--- config.mk ---
export PLATFORM = sky130hd
export DESIGN_NAME = pipe_debug_sequencer
export DESIGN_NICKNAME = d
export VERILOG_FILES = /design/src/rtl/debug_pkg.sv /design/src/rtl/byte_serializer.sv /design/src/rtl/pipe_debug_sequencer.sv
export SDC_FILE = /design/constraint.sdc
export NUM_CORES = 1
export LEC_CHECK = 0
export ABC_AREA = 1
export BUFFER_PORTS_ARGS = -buffer_cell sky130_fd_sc_hd__buf_2
export CORE_ASPECT_RATIO = 0.75
export CORE_MARGIN = 3
export CORE_UTILIZATION = 60
export CTS_CLUSTER_SIZE = 14
export DETAILED_ROUTE_END_ITERATION = 10
export PLACE_DENSITY = 0.92
export SYNTH_ARGS = -nofsm -noshare
export SYNTH_HDL_FRONTEND = slang
export SYNTH_HIERARCHICAL = 1
export SYNTH_SLANG_ARGS = --single-unit
--- constraint.sdc ---
create_clock -name clk -period 3.95 [get_ports clk]
set_input_delay 0.1975 -clock clk [delete_from_list [all_inputs] [get_ports clk]]
set_output_delay 0.1975 -clock clk [all_outputs]
set_load 0.05 [all_outputs]
--- src/rtl/debug_pkg.sv ---
// Shared types and constants for the pipeline debug sequencer.
package debug_pkg;

    typedef enum logic [2:0] {
        ST_IDLE = 3'd0,
        ST_STEP = 3'd1,
        ST_RUN  = 3'd2,
        ST_LOAD = 3'd3,
        ST_BYTE = 3'd4,
        ST_ERR  = 3'd5
    } seq_state_t;

    localparam logic [7:0] CMD_STEP = 8'h53;  // 'S'
    localparam logic [7:0] CMD_RUN  = 8'h52;  // 'R'
    localparam logic [7:0] CMD_HALT = 8'h48;  // 'H'
    localparam logic [7:0] CMD_DUMP = 8'h44;  // 'D'
    localparam logic [7:0] ERR_BYTE = 8'h3F;  // '?'

    // Next state for a command byte received while idle. HALT is only
    // meaningful in RUN, so from IDLE it is an unknown command.
    function automatic seq_state_t idle_cmd_decode(input logic [7:0] cmd);
        seq_state_t nxt;
        case (cmd)
            CMD_STEP: nxt = ST_STEP;
            CMD_RUN:  nxt = ST_RUN;
            CMD_DUMP: nxt = ST_LOAD;
            default:  nxt = ST_ERR;
        endcase
        return nxt;
    endfunction

endpackage

--- src/rtl/byte_serializer.sv ---
// Splits a 32-bit word into four bytes, LSB first, pushed into a FIFO
// that may apply backpressure. done pulses with the fourth push.
module byte_serializer (
    input  logic        clk,
    input  logic        rst_n,
    input  logic        load,
    input  logic [31:0] load_data,
    input  logic        en,
    input  logic        fifo_full,
    output logic [7:0]  byte_out,
    output logic        wr_en,
    output logic        done
);

    logic [31:0] shreg_r;
    logic [1:0]  cnt_r;
    logic        wr_s;

    // A push happens only while enabled and the FIFO has room.
    always_comb begin
        wr_s = en & ~fifo_full;
    end

    // Shift register and byte counter; both hold while backpressured.
    always_ff @(posedge clk or negedge rst_n) begin
        if (!rst_n) begin
            shreg_r <= 32'd0;
            cnt_r   <= 2'd0;
        end else if (load) begin
            shreg_r <= load_data;
            cnt_r   <= 2'd0;
        end else if (wr_s) begin
            shreg_r <= {8'd0, shreg_r[31:8]};
            cnt_r   <= cnt_r + 2'd1;
        end
    end

    assign byte_out = shreg_r[7:0];
    assign wr_en    = wr_s;
    assign done     = wr_s & (cnt_r == 2'd3);

endmodule

--- src/rtl/pipe_debug_sequencer.sv ---
// Host command sequencer: steps or free-runs the pipeline via a clock
// enable and streams a snapshot of pipeline words plus a cycle count
// into the UART TX FIFO.
module pipe_debug_sequencer
    import debug_pkg::*;
#(
    parameter int NUM_WORDS = 4,
    parameter int WSEL_W    = 6
) (
    input  logic              clk,
    input  logic              rst_n,
    input  logic [7:0]        rx_data,
    input  logic              rx_data_rdy,
    input  logic              fifo_full,
    output logic [7:0]        fifo_din,
    output logic              fifo_wr_en,
    output logic              pipe_en,
    output logic [WSEL_W-1:0] word_sel,
    input  logic [31:0]       dump_word,
    output logic              busy,
    output logic [31:0]       cycle_count
);

    // Index runs 0..NUM_WORDS; NUM_WORDS selects the cycle counter.
    localparam int IDX_W = $clog2(NUM_WORDS + 1);

    seq_state_t       state_r, state_nxt_s;
    logic             rx_rdy_q_r;
    logic [IDX_W-1:0] idx_r, idx_nxt_s;
    logic             load_ph_r, load_ph_nxt_s;
    logic [31:0]      cycle_count_r;
    logic             cmd_evt_s;
    logic             pipe_en_s;
    logic             ser_load_s;
    logic             ser_en_s;
    logic [31:0]      ser_data_s;
    logic [7:0]       ser_byte_s;
    logic             ser_wr_s;
    logic             ser_done_s;
    logic             last_word_s;

    assign cmd_evt_s   = rx_data_rdy & ~rx_rdy_q_r;
    assign last_word_s = (idx_r == IDX_W'(NUM_WORDS));
    assign ser_data_s  = last_word_s ? cycle_count_r : dump_word;

    // Receive-strobe delay for rising-edge command detection.
    always_ff @(posedge clk or negedge rst_n) begin
        if (!rst_n) begin
            rx_rdy_q_r <= 1'b0;
        end else begin
            rx_rdy_q_r <= rx_data_rdy;
        end
    end

    // Sequencer state, word index and LOAD phase registers.
    always_ff @(posedge clk or negedge rst_n) begin
        if (!rst_n) begin
            state_r   <= ST_IDLE;
            idx_r     <= '0;
            load_ph_r <= 1'b0;
        end else begin
            state_r   <= state_nxt_s;
            idx_r     <= idx_nxt_s;
            load_ph_r <= load_ph_nxt_s;
        end
    end

    // Pipeline cycle counter; wraps silently.
    always_ff @(posedge clk or negedge rst_n) begin
        if (!rst_n) begin
            cycle_count_r <= 32'd0;
        end else if (pipe_en_s) begin
            cycle_count_r <= cycle_count_r + 32'd1;
        end
    end

    // Next-state and control decode. Commands outside IDLE/RUN are dropped.
    always_comb begin
        state_nxt_s   = state_r;
        idx_nxt_s     = idx_r;
        load_ph_nxt_s = load_ph_r;
        pipe_en_s     = 1'b0;
        ser_load_s    = 1'b0;
        ser_en_s      = 1'b0;
        case (state_r)
            ST_IDLE: begin
                if (cmd_evt_s) begin
                    state_nxt_s   = idle_cmd_decode(rx_data);
                    idx_nxt_s     = '0;
                    load_ph_nxt_s = 1'b0;
                end else begin
                    state_nxt_s   = ST_IDLE;
                end
            end
            ST_STEP: begin
                pipe_en_s     = 1'b1;
                state_nxt_s   = ST_LOAD;
                idx_nxt_s     = '0;
                load_ph_nxt_s = 1'b0;
            end
            ST_RUN: begin
                // The halt cycle itself still advances the pipeline.
                pipe_en_s = 1'b1;
                if (cmd_evt_s && (rx_data == CMD_HALT)) begin
                    state_nxt_s   = ST_LOAD;
                    idx_nxt_s     = '0;
                    load_ph_nxt_s = 1'b0;
                end else begin
                    state_nxt_s   = ST_RUN;
                end
            end
            ST_LOAD: begin
                // Phase 0 lets the external mux settle on word_sel.
                if (!load_ph_r) begin
                    load_ph_nxt_s = 1'b1;
                end else begin
                    ser_load_s    = 1'b1;
                    load_ph_nxt_s = 1'b0;
                    state_nxt_s   = ST_BYTE;
                end
            end
            ST_BYTE: begin
                ser_en_s = 1'b1;
                if (ser_done_s) begin
                    if (last_word_s) begin
                        state_nxt_s = ST_IDLE;
                    end else begin
                        idx_nxt_s     = idx_r + IDX_W'(1);
                        load_ph_nxt_s = 1'b0;
                        state_nxt_s   = ST_LOAD;
                    end
                end else begin
                    state_nxt_s = ST_BYTE;
                end
            end
            ST_ERR: begin
                if (!fifo_full) begin
                    state_nxt_s = ST_IDLE;
                end else begin
                    state_nxt_s = ST_ERR;
                end
            end
            default: begin
                state_nxt_s   = ST_IDLE;
                idx_nxt_s     = '0;
                load_ph_nxt_s = 1'b0;
            end
        endcase
    end

    byte_serializer u_ser (
        .clk       (clk),
        .rst_n     (rst_n),
        .load      (ser_load_s),
        .load_data (ser_data_s),
        .en        (ser_en_s),
        .fifo_full (fifo_full),
        .byte_out  (ser_byte_s),
        .wr_en     (ser_wr_s),
        .done      (ser_done_s)
    );

    assign fifo_wr_en  = (state_r == ST_ERR) ? ~fifo_full : ser_wr_s;
    assign fifo_din    = (state_r == ST_ERR) ? ERR_BYTE : ser_byte_s;
    assign pipe_en     = pipe_en_s;
    assign word_sel    = WSEL_W'(idx_r);
    assign busy        = (state_r != ST_IDLE);
    assign cycle_count = cycle_count_r;

endmodule

==> results of run 1 <==
==> where the power goes <==
part	total, mW	internal, mW	switching [mW]
sequential	1.11	0.958	0.150
combinational	1.21	0.334	0.874
clock	0.741	0.455	0.286
total	3.06	1.75	1.31
==> final cells by class <==
class,count,area share [%]
clock buffer,12,2.85
clock inverter,4,1.79
inverter,71,5.03
multi-input combinational,550,45.3
sequential,74,34.0
tap,101,2.32
timing repair buffer,93,8.77
==> Yosys cell counts (all sizes together) <==
cell and number:
nand2 332, dfrtp 74, nor2 74, inv 71, nand3 56, o21ai 39, buf 28, xor2 17
nand4 11, or2 6, clkbuf 4, ha 4, nor3 4, a21oi 2, nand3b 2, conb 1
==> stage by stage <==
stage | setup WS, ns | cell area (um^2)
6_report | 1.43 | 5450
2_1_floorplan | 2.01 | 4830
4_1_cts | 1.52 | 5450
3_5_place_dp | 1.81 | 5190
3_3_place_gp | 1.91 | 5190
5_1_grt | 1.33 | 5450
==> per-layer routing <==
metal  GRT usage [%]  wire length [um]  up-vias
met1            39.6              5390     2237
met2            45.9              5850      303
met5               0                 0        -
met4            9.51               319        0
met3            7.12              1500       35
li1                -                 -     2375
==> final timing paths <==
| check | from | to | slack, ns |
|---|---|---|---|
| min in group clk | dump_word[26] | u_ser/shreg_r[26] | 0.17 |
| min reg2reg | u_ser/shreg_r[4] | u_ser/shreg_r[4] | 0.52 |
| max in group asynchronous | rst_n | cycle_count[15] | 2.95 |
| max reg2reg | state_r[0] | idx_r[2] | 1.73 |
| max | state_r[0] | fifo_wr_en | 1.43 |
| min | rst_n | rx_rdy_q_r | 0.04 |
==> cells by family (layout without fill, tap and decap cells) <==
family | Yosys count | count (layout) | share of synthesized area (%)
AO/OA/AOI/OAI | 41 | 41 | 4.25
other | 1 | 3 | 0.0777
buffers and inverters | 103 | 180 | 10.7
adder cells (fa/ha/maj) | 4 | 4 | 1.04
AND/OR/NAND/NOR | 485 | 485 | 42.5
flip-flops | 74 | 74 | 38.4
XOR/XNOR | 17 | 17 | 3.08
==> registers in the layout (all words and copies together) (netlist names) <==
register	flops
idx_r	3
state_r	3
load_ph_r	1
u_ser/shreg_r	32
cycle_count	32
u_ser/cnt_r	2
rx_rdy_q_r	1
==> placed cells by master (no fill, tap or decap), drive strengths merged <==
cell and count:
nand2 332, buf 92, dfrtp 74, nor2 74, inv 71, nand3 56, o21ai 39, xor2 17
clkbuf 12, nand4 11, or2 6, ha 4, nor3 4, conb 3, bufinv 3, nand3b 2
a21oi 2, clkinvlp 1, dlygate4sd3 1
==> reports/qor.csv, run 1 <==
metric,value,unit
status,completed,
grt ovf,0,
"Cell Area, Synth",4830,um^2
worst slew pin tran,1.07,ns
Final period util,63.7,%
CTS Sinks,74,
nets,847,
initial antenna violation count,0,
crit start category,flip-flop,
total number of vias,4950,
DPL Wire Length,9640,um
crit path DAT,2.32,ns
Starting Density,63.8,%
hold buffers post-CTS,1,
first-pass detailed-route iteration total,6,
vias per std cell,5.47,
TritonCTS buffer count,9,
P&R area growth vs syn,12.9,%
Clock Latency Late Sink,0.35,ns
Leak Pwr,3.07,nW
Filler cells,622,
post-CTS resize count,0,
power per cell area,561,nW/um^2
CP top delay family,simple AND/OR/NAND/NOR gates,
RSZ-0062 raised after global routing,no,
upper clock frequency limit,397,MHz
worst reg-to-reg path cell count,12,
CP Cell Sequence,"inv_2, nand2_1, nor2_1, inv_1, nor2_2, nand2_1, o21ai_0, buf_2",
largest area contributor in the netlist,dfrtp_1,
Critical Path End Type,primary output,
Seq. cell area,1850,um^2
Max Slew Vio Count,0,
CTS H-tree depth,3,
DIE HEIGHT,83.7,um
vias in the first global route,4540,
post-layout util,72.0,%
Critical Path Stages,8,
"Power, Total",3.06,mW
Min Hold Slack,0.0449,ns
post-synthesis sequential area ratio,38.4,%
top post-synthesis cells by area,"dfrtp_1, nand2_1, nand3_1",
Setup Buffers After CTS,0,
row cnt,27,
required time worst endpoint,3.75,ns
die area,9170,um^2
1st-iter DRT viols,529,
Clock Path Buffers,2,
critical path type,reg -> out,
Routed Antenna Nets,0,
Final Hold Viols,0,
Synth cell types,30,
TritonCTS clock tree,done,
CORE AREA,7570,um^2
share of cells above drive strength 1,17.5,%
DIE WIDTH,110,um
Yosys warning count,6,
Placed Instances,888,
drt total wl,13100,um
Seq cells post-synth,74,
Worst Hold Class,in -> async,
Cells after Synth,725,
global-route wire length before repair,21100,um
largest net degree at the start of global routing,53,
I/O pins,93,
Worst path slowest cell,dfrtp_1,
post-layout min period,2.52,ns
multi-input logic area,2470,um^2
"Buf+Inv Stages, Crit Path",3,
gpl congestion,0.956,
clock-pin slew on the worst setup and hold paths,0.08,ns
DRC violations left,0,
Setup Total Neg Slack,0,ns
clock skew,0.00772,ns
Max Fanout on Critical Path,10,
All-Layer GR Usage,29.3,%
crit-path max cell delay,0.44,ns
post-synth top area share,38.4,%
CP most frequent cell,nand2_1,
final setup fails,0,
syn_area_per_cell,6.66,um^2
antenna cells,0,
final cell count without fillers,905,
Worst IR Drop VDD,412,uV
DR WL/cell,14.4,um
slew margin rel.,28.4,%
CTS root buffer,clkbuf_8,
port bufs,89,
Max-cap violations,0,
Power figures use the tool's default switching activity.
==> run 2: changes to the inputs <==
--- a/config.mk
+++ b/config.mk
@@ -9,10 +9,10 @@
 export BUFFER_PORTS_ARGS = -buffer_cell sky130_fd_sc_hd__buf_2
 export CORE_ASPECT_RATIO = 0.75
 export CORE_MARGIN = 3
-export CORE_UTILIZATION = 60
+export CORE_UTILIZATION = 51
 export CTS_CLUSTER_SIZE = 14
 export DETAILED_ROUTE_END_ITERATION = 10
-export PLACE_DENSITY = 0.92
+export PLACE_DENSITY = 0.83
 export SYNTH_ARGS = -nofsm -noshare
 export SYNTH_HDL_FRONTEND = slang
 export SYNTH_HIERARCHICAL = 1
==> constraint.sdc (replaced) <==
create_clock -name clk -period 2.3 [get_ports clk]
set_input_delay 0.115 -clock clk [delete_from_list [all_inputs] [get_ports clk]]
set_output_delay 0.115 -clock clk [all_outputs]
set_load 0.05 [all_outputs]
==> run 2 against run 1 <==
Net effect: clock power increased by 81%; critical path depth unchanged; first-iteration DRC count decreased by 24%.
==> reports/qor.csv, run 2 (synthesized netlist as in run 1, its figures left out) <==
metric,value,unit,change
worst slew pin tran,0.957,ns,was 1.07 ns
Worst Hold Class,in -> reg,,was in -> async
row cnt,30,,was 27
Hold Crit Start,dump_word[24],,
"Power, Total",5.33,mW,was 3.06 mW
Net Sw Power,2.27,mW,was 1.31 mW
Worst IR Drop VDD,393,uV,was 412 uV
Setup crit start,state_r[0],,unchanged
required time worst endpoint,2.18,ns,was 3.75 ns
Setup WS pre-CTS,0.500,ns,was 1.81 ns
upper clock frequency limit,519,MHz,
I/O pins,93,,unchanged
1st-iter DRT viols,403,,was 529
Leak Pwr,3.11,nW,was 3.07 nW
final setup fails,0,,unchanged
CP most frequent cell,nand2_1,,unchanged
post-layout util,60.8,%,was 72.0%
clock share of power,25.2,%,was 24.2%
slew margin rel.,36.2,%,was 28.4%
gpl congestion,0.928,,was 0.956
die area,10700,um^2,was 9170 um^2
Max Fanout on Critical Path,4,,was 10
power per cell area,962,nW/um^2,was 561 nW/um^2
Critical Path End Type,primary output,,unchanged
TritonCTS buffer count,9,,unchanged
vias in the first global route,4437,,was 4540
crit path DAT,1.81,ns,was 2.32 ns
CTS root buffer,clkbuf_16,,was clkbuf_8
largest net degree at the start of global routing,75,,was 53
All-Layer GR Usage,25.0,%,was 29.3%
clock-pin slew on the worst setup and hold paths,0.05,ns,was 0.08 ns
Routed Antenna Nets,0,,unchanged
Max-cap violations,0,,unchanged
grt ovf,0,,unchanged
CP Cell Sequence,"inv_2, nand2_1, nor2_1, inv_1, nor2_2, nand2_1, o21ai_0, buf_2",,unchanged
TritonCTS clock tree,done,,unchanged
Cell Int Power,3.06,mW,was 1.75 mW
Setup Buffers After CTS,0,,unchanged
Final period util,83.8,%,
Clock Latency Late Sink,0.34,ns,was 0.35 ns
share of cells above drive strength 1,17.6,%,was 17.5%
DIE WIDTH,118,um,was 110 um
Worst path slowest cell,dfrtp_1,,unchanged
P&R area growth vs syn,14.8,%,was 12.9%
post-CTS resize count,0,,unchanged
CORE AREA,9120,um^2,was 7570 um^2
most frequent cells in the layout,"nand2_1, buf_2, dfrtp_1",,unchanged
crit start category,flip-flop,,unchanged
worst r2r src,state_r[0],,unchanged
Max Slew Vio Count,0,,unchanged
global-route wire length before repair,21500,um,was 21100 um
hold buffers post-CTS,2,,was 1
nets,850,,was 847
min setup slack post-route,0.372,ns,was 1.43 ns
Final Hold Viols,0,,unchanged
port bufs,89,,unchanged
RSZ-0062 raised after global routing,no,,unchanged
first-pass detailed-route iteration total,5,,was 6
crit-path max cell delay,0.41,ns,was 0.44 ns
Setup Total Neg Slack,0,ns,unchanged
Logic pwr share,39.2,%,was 39.5%
drt total wl,12900,um,was 13100 um
post-layout min period,1.93,ns,
DR WL/cell,13.8,um,was 14.4 um
Starting Density,52.9,%,was 63.8%
"commonest non-fill, non-tap cell in the layout",nand2_1,,unchanged
share of total power in sequential cells,35.6,%,was 36.2%
DIE HEIGHT,90.3,um,was 83.7 um
initial antenna violation count,0,,unchanged
Min Hold Slack,0.107,ns,was 0.0449 ns
vias per std cell,5.01,,was 5.47
total number of vias,4684,,was 4950
switching power share of the total,42.5,%,was 42.8%
antenna cells,0,,unchanged
DRC violations left,0,,unchanged
CTS Sinks,74,,unchanged
clock skew,0.00522,ns,was 0.00772 ns
CTS H-tree depth,3,,unchanged
Clock Path Buffers,2,,unchanged
status,completed,,unchanged
critical path type,reg -> out,,unchanged
DPL Wire Length,9390,um,was 9640 um
==> run 2: cell count changes in the layout (fill, tap and decap cells not counted), moves of 2 or more <==
cell,delta
clkinv_2,+2
buf_4,+3
clkbuf_8,-8
bufinv_16,-3
clkbuf_16,+9
==> run 2: path summary, 6_finish.rpt <==
check / end / slack (ns) / depth (start not counted)
min in group asynchronous: cycle_count[4] / 0.47 / 2
hold / removal: u_ser/shreg_r[24] / 0.11 / 5
hold reg to reg: u_ser/shreg_r[3] / 0.51 / 2
setup reg to reg: idx_r[1] / 0.48 / 9
max in group asynchronous: cycle_count[0] / 1.20 / 2
setup / recovery: fifo_wr_en / 0.37 / 8
==> run 2: worst max-delay path: cells and delay by family (launching register included) <==
kind | cells | cell delay (ns)
AO/OA/AOI/OAI | 1 | 0.09
buffers and inverters | 3 | 0.46
flip-flops | 1 | 0.41
AND/OR/NAND/NOR | 4 | 0.53
==> run 2: layer usage <==
metal  share of wire [%]  vias up  global-route usage, %  wire (um)
met2                  44      187                   38.8       5710
met5                   0        -                      0          0
met3                 8.2       16                   6.39       1060
met4                 1.2        0                   7.02        155
li1                    -     2377                      -          -
met1                  47     2104                   34.7       6020
==> run 2: power by group through the flow <==
stage / registers [mW] / clock network [mW] / logic, mW
2_1_floorplan: 2.03 / 0 / 1.56
5_1_grt: 1.94 / 1.42 / 2.31
4_1_cts: 1.90 / 1.36 / 2.09
6_report: 1.90 / 1.34 / 2.09
3_3_place_gp: 1.90 / 0 / 2.05
3_5_place_dp: 1.91 / 0 / 2.08
==> run 2: cell type report <==
class                           count  area (um^2)
Multi-Input combinational cell    550         2470
Clock buffer                       14          274
Sequential cell                    74         1850
Timing Repair Buffer               96          505
Inverter                           71          274
Clock inverter                      2         10.0
Tap cell                          128          160
Fill cell                         870         3580
==> run 2: stage by stage <==
step	instances	cell area, um^2
after floorplan	727	4830
after global placement	917	5240
after detailed placement	917	5240
after CTS	935	5540
after global routing	935	5540
final	935	5540
==> run 3: changes to the inputs <==
--- a/config.mk
+++ b/config.mk
@@ -9,10 +9,10 @@
 export BUFFER_PORTS_ARGS = -buffer_cell sky130_fd_sc_hd__buf_2
 export CORE_ASPECT_RATIO = 0.75
 export CORE_MARGIN = 3
-export CORE_UTILIZATION = 51
+export CORE_UTILIZATION = 56
 export CTS_CLUSTER_SIZE = 14
 export DETAILED_ROUTE_END_ITERATION = 10
-export PLACE_DENSITY = 0.83
+export PLACE_DENSITY = 0.87
 export SYNTH_ARGS = -nofsm -noshare
 export SYNTH_HDL_FRONTEND = slang
 export SYNTH_HIERARCHICAL = 1
==> constraint.sdc (replaced) <==
create_clock -name clk -period 1.8 [get_ports clk]
set_input_delay 0.09 -clock clk [delete_from_list [all_inputs] [get_ports clk]]
set_output_delay 0.09 -clock clk [all_outputs]
set_load 0.05 [all_outputs]
==> run 3 against run 2 <==
Net effect: clock-buffer cell count down 3; sequential cell count unchanged; non-clock buffer count increased by 11; critical path depth increased by 4; global-route usage increased by 3.4 points; highest routed layer unchanged; worst setup slack got worse by 0.30 ns; sequential share of layout area shrank 0.64 points; clock power up 27%; hold slack lost 0.019 ns.
==> reports/qor.csv, run 3 (synthesized netlist as in run 1, its figures left out) <==
metric,value,unit,change
CTS root buffer,clkbuf_16,,unchanged
crit-path max cell delay,0.41,ns,about the same
DIE WIDTH,113,um,was 118 um
Clock Latency Late Sink,0.34,ns,about the same
row cnt,28,,was 30
CP most frequent cell,nand2_1,,unchanged
Critical Path End Type,flip-flop,,was primary output
Cell Int Power,4.01,mW,was 3.06 mW
die area,9780,um^2,was 10700 um^2
worst reg-to-reg path cell count,12,,was 9
share of total power in sequential cells,34.3,%,was 35.6%
Logic pwr share,41.7,%,was 39.2%
antenna cells,0,,unchanged
Starting Density,59.4,%,was 52.9%
Max Fanout on Critical Path,4,,unchanged
DIE HEIGHT,86.4,um,was 90.3 um
drt total wl,13400,um,was 12900 um
CTS H-tree depth,3,,unchanged
final cell count without fillers,923,,was 935
largest net degree at the start of global routing,58,,was 75
DRC violations left,0,,unchanged
crit path DAT,1.95,ns,was 1.81 ns
global-route wire length before repair,22000,um,was 21500 um
DR WL/cell,14.5,um,was 13.8 um
Final period util,95.8,%,
TritonCTS buffer count,9,,unchanged
total number of vias,4935,,was 4684
CORE AREA,8130,um^2,was 9120 um^2
vias per std cell,5.35,,was 5.01
required time worst endpoint,2.02,ns,was 2.18 ns
TritonCTS clock tree,done,,unchanged
critical path type,reg -> reg,,was reg -> out
1st-iter DRT viols,526,,was 403
clock-pin slew on the worst setup and hold paths,0.06,ns,was 0.05 ns
first-pass detailed-route iteration total,5,,unchanged
most frequent cells in the layout,"nand2_1, buf_2, dfrtp_1",,unchanged
port bufs,89,,unchanged
power per cell area,1250,nW/um^2,was 962 nW/um^2
Filler cells,677,,was 870
nets,861,,was 850
I/O pins,93,,unchanged
Setup Total Neg Slack,0,ns,unchanged
All-Layer GR Usage,28.4,%,was 25.0%
P&R area growth vs syn,17.2,%,was 14.8%
Routed Antenna Nets,0,,unchanged
upper clock frequency limit,580,MHz,
status,completed,,unchanged
Clock Path Buffers,2,,unchanged
worst slew pin tran,0.640,ns,was 0.957 ns
CTS Sinks,74,,unchanged
"commonest non-fill, non-tap cell in the layout",nand2_1,,unchanged
Leak Pwr,3.16,nW,was 3.11 nW
crit start category,flip-flop,,unchanged
initial antenna violation count,0,,unchanged
vias in the first global route,4608,,was 4437
Worst IR Drop VDD,1370,uV,was 393 uV
Worst Hold Class,in -> reg,,unchanged
Final Hold Viols,0,,unchanged
CP Cell Sequence,"inv_2, nand2_2, nor2_4, nand2_4, nor2_1, inv_1, o21ai_1, nand2_1, nor2_2, nand2_1, nand2_1, nand2_1",,"was inv_2, nand2_1, nor2_1, inv_1, nor2_2, nand2_1, o21ai_0, buf_2"
RSZ-0062 raised after global routing,yes,,was no
final setup fails,0,,unchanged
switching power share of the total,43.5,%,was 42.5%
Max-cap violations,0,,unchanged
Worst path slowest cell,dfrtp_1,,unchanged
post-layout min period,1.72,ns,
Max Slew Vio Count,0,,unchanged
slew margin rel.,57.4,%,was 36.2%
Net Sw Power,3.08,mW,was 2.27 mW
Placed Instances,898,,was 917
Hold Path Cell Cnt,5,,unchanged
clock skew,0.00538,ns,was 0.00522 ns
grt ovf,0,,unchanged
DPL Wire Length,9810,um,was 9390 um
share of cells above drive strength 1,19.7,%,was 17.6%
gpl congestion,0.919,,was 0.928
clock share of power,24.0,%,was 25.2%
run 3: routing by layer:
| layer | share of wire [%] | GRT usage, % |
|---|---|---|
| met1 | 42 | 39.0 |
| met2 | 46 | 45.3 |
| met3 | 9.2 | 6.63 |
| met4 | 2.1 | 7.97 |
| met5 | 0 | 0 |
run 3: worst max-delay path, delay by kind of cell, from the launching register on:
family,cells,cell delay [ns]
buffers and inverters,2,0.18
DFF,1,0.41
and+or+nand+nor,9,0.89
AOI/OAI and AO/OA,1,0.14
run 3: power by group through the flow:
| stage | Sequential [mW] | Combinational (mW) | Clock, mW |
|---|---|---|---|
| 6_report | 2.43 | 2.96 | 1.70 |
| 4_1_cts | 2.42 | 2.74 | 1.72 |
| 5_1_grt | 2.48 | 3.25 | 1.81 |
| 3_3_place_gp | 2.41 | 2.61 | 0 |
| 3_5_place_dp | 2.45 | 2.69 | 0 |
| 2_1_floorplan | 2.59 | 2.00 | 0 |
run 3: stage by stage:
stage | hold slack [ns] | util [%] | total power, mW | area, um^2 | worst slack [ns]
6_report | 0.0886 | 69.6 | 7.09 | 5660 | 0.0752
3_3_place_gp | 0.140 | 64.8 | 5.03 | 5270 | 0.203
3_5_place_dp | 0.143 | 64.8 | 5.14 | 5270 | 0.0561
2_1_floorplan | -0.206 | - | 4.60 | 4840 | 0.0351
5_1_grt | 0.123 | 69.6 | 7.54 | 5660 | -0.0859
4_1_cts | 0.0770 | 68.6 | 6.89 | 5580 | 0.0346
run 3: worst paths after layout:
kind	from	end	slack (ns)
worst max-delay path	state_r[1]	idx_r[2]	0.08
worst min-delay path	dump_word[28]	u_ser/shreg_r[28]	0.09
worst max register to register	state_r[1]	idx_r[2]	0.08
worst min register to register	u_ser/shreg_r[2]	u_ser/shreg_r[2]	0.51
max in group asynchronous	rst_n	cycle_count[19]	0.83
min in group asynchronous	rst_n	idx_r[2]	0.32
run 3: repair_timing:
action,in CTS,in global routing
pin swaps,0,3
gates resized for setup,3,8
setup endpoints to repair,2,22
hold buffers,2,0
setup buffers,0,7
hold endpoints to repair,26,0
run 3: area by class of cell:
type,count,area [um^2],share of cell area (%)
multi-input cells,550,2500,44.2
flip-flops and latches,74,1850,32.8
repair buffers,107,619,10.9
inverters,71,274,4.84
clock buffers,11,243,4.29
well taps,105,131,2.32
clock inverters,5,38.8,0.685
